===== config.mk =====
export PLATFORM = sky130hd
export DESIGN_NAME = priority_arbiter_n
export DESIGN_NICKNAME = d
export VERILOG_FILES = /design/src/rtl/priority_arbiter_n.sv
export SDC_FILE = /design/constraint.sdc
export NUM_CORES = 1
export LEC_CHECK = 0
export ABC_CLOCK_PERIOD_IN_PS = 4800
export CORE_MARGIN = 2
export CORE_UTILIZATION = 40
export DETAILED_ROUTE_END_ITERATION = 7
export GPL_TIMING_DRIVEN = 0
export PLACE_DENSITY = 0.58
export SYNTH_ARGS = -nofsm -noshare
export SYNTH_HDL_FRONTEND = slang
export SYNTH_SLANG_ARGS = --single-unit

===== constraint.sdc =====
create_clock -name clk -period 4.8 [get_ports clk]
set_clock_uncertainty 0.05 [all_clocks]
set_input_delay 0.72 -clock clk [delete_from_list [all_inputs] [get_ports clk]]
set_output_delay 0.72 -clock clk [all_outputs]
set_load 0.03 [all_outputs]

===== src/rtl/priority_arbiter_n.sv =====
// N-way request arbiter with registered grant outputs and valid/ready handshake.
// Selects fixed priority (highest index wins) or round-robin (downward scan from ptr).
module priority_arbiter_n #(
  parameter  int unsigned N       = 8,
  parameter  int unsigned RR_MODE = 1,
  localparam int unsigned W       = $clog2(N)
) (
  input  logic         clk,
  input  logic         rst_n,
  input  logic [N-1:0] req,
  input  logic         out_ready,
  output logic         out_valid,
  output logic [W-1:0] out_idx,
  output logic [N-1:0] out_onehot
);

  typedef enum logic {IDLE, HOLD} state_t;

  state_t      state, state_nx;
  logic        accept, load;
  logic [W-1:0] ptr, ptr_acc, start, win;
  int unsigned pos;

  always_comb begin
    accept   = (state == HOLD) && out_ready;
    ptr_acc  = (out_idx == '0) ? W'(N - 1) : out_idx - W'(1);
    // A winner loaded on the accept edge searches from the post-acceptance pointer.
    if (RR_MODE == 0)
      start = W'(N - 1);
    else
      start = accept ? ptr_acc : ptr;

    // Scan offsets far-to-near so the nearest set bit (offset 0 = start) overwrites last.
    win = '0;
    pos = 0;
    for (int unsigned k = 0; k < N; k++) begin
      pos = int'(start) + k + 1;
      if (pos >= N) pos = pos - N;
      if (req[W'(pos)]) win = W'(pos);
    end

    state_nx = state;
    load     = 1'b0;
    case (state)
      IDLE: begin
        if (|req) begin
          load     = 1'b1;
          state_nx = HOLD;
        end
      end
      HOLD: begin
        if (out_ready) begin
          if (|req) load = 1'b1;
          else      state_nx = IDLE;
        end
      end
      default: state_nx = IDLE;
    endcase
  end

  always_ff @(posedge clk or negedge rst_n) begin
    if (!rst_n) begin
      state      <= IDLE;
      out_valid  <= 1'b0;
      out_idx    <= '0;
      out_onehot <= '0;
      ptr        <= W'(N - 1);
    end else begin
      state     <= state_nx;
      out_valid <= (state_nx == HOLD);
      if (accept) ptr <= ptr_acc;
      if (load) begin
        out_idx    <= win;
        out_onehot <= N'(1) << win;
      end else if (state_nx == IDLE) begin
        out_onehot <= '0;
      end
    end
  end

endmodule


== After elaboration in Yosys (flattened, before gate mapping) ==
Index checks and enable logic that the tools add are counted.

* Bitwise logic cells: 1
* Muxes and demuxes: 41
* $lt $le $gt $ge: 16
* Reductions and logical operators: 3
* $add $sub $neg: 23
* Equal/unequal tests: 1
* Shifts and indexed selects: 1

{| class="wikitable"
|+ Operator list
! kind !! number
|-
| $mux 3 || 18
|-
| $add 4x1->5 const B || 7
|-
| $ge 5x4->1 const B || 7
|-
| $lt 3x4->1 const B || 8
|-
| $sub 3x1->3 const B || 9
|-
| $bmux 1 s3 || 8
|-
| $add 3x3->4 const B || 4
|-
| $mux 8 || 2
|-
| $mux 1 || 11
|-
| $add 3x2->4 const B || 2
|-
| $reduce_or 8->1 || 1
|-
| $shl 1x3->8 const A || 1
|-
| $add 3x1->4 const B || 1
|-
| $ge 4x4->1 const B || 1
|-
| $pmux 1 s2 || 2
|-
| $logic_not 3->1 || 1
|-
| $ne 2x1->1 const B || 1
|-
| $logic_and 1x1->1 || 1
|-
| $not 1->1 || 1
|}

* Register bits after elaboration: 15
* Input bits: 11
* Logic and storage cells: 90
* Output and inout port bits: 12

== Longest topological paths before layout ==
Gate-level depths: netlist (run 1).

* Word-level depth: 18
* Mapped depth: 16
* Gate-level depth less buffers: 14

== Least setup slack after synthesis (run 1) ==
No wires, ideal clock.

* Path type: input-to-reg
* From: input port out_ready
* To: register out_onehot[2]
* Path buffers: 4
* Setup slack: 0.921 ns
* Arrival time: 3.734 ns
* Stages on the path: 13
* Cells stage by stage: buf_6 -> and2_1 -> a31o_2 -> clkbuf_1 -> clkbuf_1 -> ha_1 -> clkbuf_1 -> mux4_2 -> mux2i_4 -> mux2_1 -> and3_1 -> and4_1 -> o31ai_1

* Word-level cells in the longest chain between the ends: 17
* Elaborated cells on any way between the ends: 71

{| class="wikitable"
|+ RTL lines
! what !! line !! RTL
|-
| start: declaration || 11 || <nowiki>input logic out_ready,</nowiki>
|-
| $logic_and 1x1->1 || 25 || <nowiki>accept = (state == HOLD) && out_ready;</nowiki>
|-
| $mux 3 || -- ||
|-
| $add 3x1->4 || 37 || <nowiki>pos = int'(start) + k + 1;</nowiki>
|-
| $add 4x1->5, or another cell as far along || 37 ||
|-
| $ge 5x4->1, or another cell as far along || 38 || <nowiki>if (pos >= N) pos = pos - N;</nowiki>
|-
| $mux 3 / $bmux 1 s3 (equally long branches) || 38, 39 ||
|-
| $bmux 1 s3 / $mux 1 (equally long branches) || 39 || <nowiki>if (req[W'(pos)]) win = W'(pos);</nowiki>
|-
| $mux 1 (implied by the code) / $mux 3 (equally long branches) || 39 ||
|-
| $mux 3 (7 in a row) || 39 ||
|-
| $shl 1x3->8 || 74 || <nowiki>out_onehot <= N'(1) << win;</nowiki>
|-
| $mux 8 || 72 || <nowiki>if (load) begin</nowiki>
|-
| end signal: assignment || 74 ||
|-
| end: declaration || 14 || <nowiki>output logic [N-1:0] out_onehot</nowiki>
|}

Several ways; a longest one is shown, not always the timed one. The select of a mux whose other input is x is not followed.
A chain may end at the register's enable or synchronous reset.

== Worst setup path after layout (run 1) ==
* From: register out_idx[0]
* To: register out_onehot[0]

* Word-level cells in the longest chain between the ends: 18
* Elaborated cells on any way between the ends: 68

{| class="wikitable"
|+ RTL lines
! what !! line !! RTL
|-
| start: declaration || 13 || <nowiki>output logic [W-1:0] out_idx,</nowiki>
|-
| start signal: assignment || 73 || <nowiki>out_idx <= win;</nowiki>
|-
| $sub 3x1->3 / $logic_not 3->1 (equally long branches) || 26 || <nowiki>ptr_acc = (out_idx == '0) ? W'(N - 1) : out_idx - W'(1);</nowiki>
|-
| $mux 3 * || 26 ||
|-
| $mux 3 * || -- ||
|-
| $add 3x1->4 || 37 ||
|-
| $add 4x1->5, or another cell as far along || 37 ||
|-
| $ge 5x4->1, or another cell as far along || 38 ||
|-
| $mux 3 / $bmux 1 s3 (equally long branches) || 38, 39 ||
|-
| $bmux 1 s3 / $mux 1 (equally long branches) || 39 ||
|-
| $mux 1 (implied by the code) / $mux 3 (equally long branches) || 39 ||
|-
| $mux 3 (6 in a row) || 39 ||
|-
| $mux 3 * || 39 ||
|-
| $shl 1x3->8 * || 74 ||
|-
| $mux 8 * || 72 ||
|}

Mark *: on every way between the ends. The rest lies on a longest branch, timed or not. The select of a mux whose other input is x is not followed.

==> impl_metrics.env, run 1 <==
export IMPL_synthCells=193
export IMPL_layout_drive_gt1_share=0.138
export IMPL_hold_violations=0
export IMPL_critPathTopFamily="buffers and inverters"
export IMPL_slowest_delay_ns=0.49
export IMPL_rows=23
export IMPL_placedCellCount=264
export IMPL_run_status="finished clean"
export IMPL_detail_route_wl_per_cell_um=15.9
export IMPL_synth_edf_count=0
export IMPL_chipHeight_um=68.4
export IMPL_drt_iter0_markers=120
export IMPL_hold_ws_ns=0.424
export IMPL_clkLatencyLatePin_ns=0.24
export IMPL_cts_htree_levels=1
export IMPL_wl_um=4270
export IMPL_cts_setup_buffers=0
export IMPL_synth_seq_area_share=0.229
export IMPL_worst_setup_path_type="reg -> reg"
export IMPL_diodes=0
export IMPL_numCtsBuffers=3
export IMPL_hold_class="reg -> reg"
export IMPL_synthArstFlopShare=1.00
export IMPL_tightest_slew_ns=0.663
export IMPL_relSlewSlack=0.557
export IMPL_endpoint_kind="register"
export IMPL_finalSetupViolCount=0
export IMPL_syn_nets=209
export IMPL_grt_overflow_total=0
export IMPL_start_util=0.414
export IMPL_portBuffers=21
export IMPL_syn2layout_area_growth_pct=19.2
export IMPL_worst_path_max_delay_cell="mux4_2"
export IMPL_drv_slew=0
export IMPL_cts_tree="done"
export IMPL_grt_pass1_vias=1475
export IMPL_startpoint_type="register"
export IMPL_finalCritPeriodShare=0.900
export IMPL_avgSynthCellArea_um2=8.59
export IMPL_die_w_um=68.4
export IMPL_drcViolationCount=0
export IMPL_fill_cells=390
export IMPL_design_core_area_um2=4000
export IMPL_grt_max_degree=16
export IMPL_cap_violations=0
export IMPL_worstPathMaxFanout=10
export IMPL_grt_pass1_wl_um=7060
export IMPL_postCtsHoldBufs=0
export IMPL_cts_root_buf="clkbuf_8"
export IMPL_arrival_ns=4.42
export IMPL_min_period_ns=4.32
export IMPL_final_antenna_net_count=0
export IMPL_dp_hpwl_um=3400
export IMPL_synth_flop_cell="dfrtp_1"
export IMPL_io_pins=23
export IMPL_syn_area_um2=1660
export IMPL_cts_num_sinks=15
export IMPL_max_freq_ghz=0.231
export IMPL_ys_ff_latch=15
export IMPL_dieArea_um2=4680
export IMPL_drtPass1Iterations=5
export IMPL_setup_tns_ns=0
export IMPL_cts_resized_gates=0
export IMPL_final_nets=235
export IMPL_fin_cells=268
export IMPL_path_clk_slew_ns=0.06
export IMPL_vias=1625
export IMPL_ys_types=58
export IMPL_grt_total_usage=0.196
export IMPL_final_common_cell="clkdlybuf4s50_1"
export IMPL_crit_required_ns=4.90
export IMPL_final_cell_mix="clkdlybuf4s50_1 (21), nand2_1 (19), dfrtp_1 (12)"
export IMPL_avgViaCountPerCell=6.06
export IMPL_ys_warn_count=0
export IMPL_antenna_found_initial=0
export IMPL_rsz0062_at_grt="no"
export IMPL_path_cells="inv_1 > ha_1 > ha_1 > inv_1 > a31o_2 > clkbuf_1 > clkbuf_1 > ha_1 > clkbuf_1 > mux4_2 > mux2i_4 > mux2_1 > and3_1 > and4_1 > o31ai_1"
export IMPL_place_congestion=0.959
export IMPL_clockBufferDepth=2
export IMPL_critPathBufInv=5
==> layer usage <==
| metal | global-route usage | wire, um |
|---|---|---|
| met3 | 0.0164 | 267 |
| met1 | 0.262 | 1910 |
| met4 | 0.0450 | 30 |
| met5 | 0 | 0 |
| met2 | 0.341 | 2060 |
==> area by class of cell <==
type	instances	area [um^2]	area share
buffer	10	55.1	0.0278
tap	50	62.6	0.0316
clock buffer	3	41.3	0.0209
timing repair buffer	21	210	0.106
clock inverter	1	5.00	0.00253
sequential	15	379	0.192
multi-input combinational	158	1180	0.599
inverter	10	40.0	0.0203
==> flip-flops by register name, summed over array words and instances (netlist names) <==
name / flops
state: 1
out_idx: 3
out_onehot: 8
ptr: 3
==> synthesized netlist by cell type, drive strengths merged (3+ instances only) <==
cell type	count	area [um^2]
nand2	19	71.3
dfrtp	12	300
o21ai	12	60.1
nand3	11	55.1
inv	10	40.0
nor2	10	53.8
o31ai	9	72.6
a21oi	8	43.8
nor3	8	40.0
and2	7	43.8
buf	6	40.0
mux2i	6	88.8
xnor2	6	60.1
and3	5	31.3
ha	5	62.6
mux4	5	113
clkbuf	4	15.0
nand4	4	31.3
a21o	3	22.5
a22oi	3	22.5
dfstp	3	78.8
nor4	3	25.0
o211ai	3	22.5
o32ai	3	26.3
==> worst reg2reg max path, cell delays in order (launching register included) <==
cell	delay, ns
dfrtp_1	0.42
inv_1	0.06
ha_1	0.20
ha_1	0.20
inv_1	0.06
a31o_2	0.14
clkbuf_1	0.34
clkbuf_1	0.40
ha_1	0.20
clkbuf_1	0.38
mux4_2	0.49
mux2i_4	0.27
mux2_1	0.36
and3_1	0.19
and4_1	0.24
o31ai_1	0.25
==> logic make-up (layout without fill, tap and decap cells) <==
group                      count (synthesis)  count (layout)  synth area share
buffers and inverters                     20              45            0.0574
and+or+nand+nor                           74              74             0.246
muxes                                     12              12             0.128
xor gates and xnor gates                   6               6            0.0362
AOI/OAI and AO/OA                         61              61             0.266
adders and majority gates                  5               5            0.0377
DFF                                       15              15             0.229
==> stage by stage <==
| step | area (um^2) | setup WS [ns] | util |
|---|---|---|---|
| finish | 1980 | 0.480 | 0.494 |
| global route | 1980 | 0.212 | 0.494 |
| CTS | 1980 | 0.535 | 0.494 |
| detailed placement | 1930 | 0.471 | 0.483 |
| global placement | 1930 | 0.448 | 0.483 |
| floorplan | 1660 | 0.921 | - |
==> path summary, 6_finish.rpt <==
check	from	end	slack, ns	depth (start not counted)
setup / recovery	out_idx[0]$_DFFE_PN0P_	out_onehot[0]$_DFFE_PN0P_	0.48	15
hold / removal	out_onehot[7]$_DFFE_PN0P_	out_onehot[7]$_DFFE_PN0P_	0.42	2
setup reg to reg	out_idx[0]$_DFFE_PN0P_	out_onehot[0]$_DFFE_PN0P_	0.48	15
hold reg to reg	out_onehot[7]$_DFFE_PN0P_	out_onehot[7]$_DFFE_PN0P_	0.42	2
max in group asynchronous	rst_n	out_onehot[0]$_DFFE_PN0P_	3.45	1
min in group asynchronous	rst_n	state$_DFF_PN0_	0.83	1
Power of run 1 is left out: the tool's default activity adds up to more than one toggle a clock period on the data nets, which glitch-free logic cannot reach.
==> run 2: changes to the inputs <==
--- a/config.mk
+++ b/config.mk
@@ -6,6 +6,7 @@
 export NUM_CORES = 1
 export LEC_CHECK = 0
 export ABC_CLOCK_PERIOD_IN_PS = 4800
+export CAP_MARGIN = 5
 export CORE_MARGIN = 2
 export CORE_UTILIZATION = 40
 export DETAILED_ROUTE_END_ITERATION = 7
==> results of run 2 <==
Final layout, timing and power as in run 1 (identical DEF).
Power of run 2 is left out for the same reason.
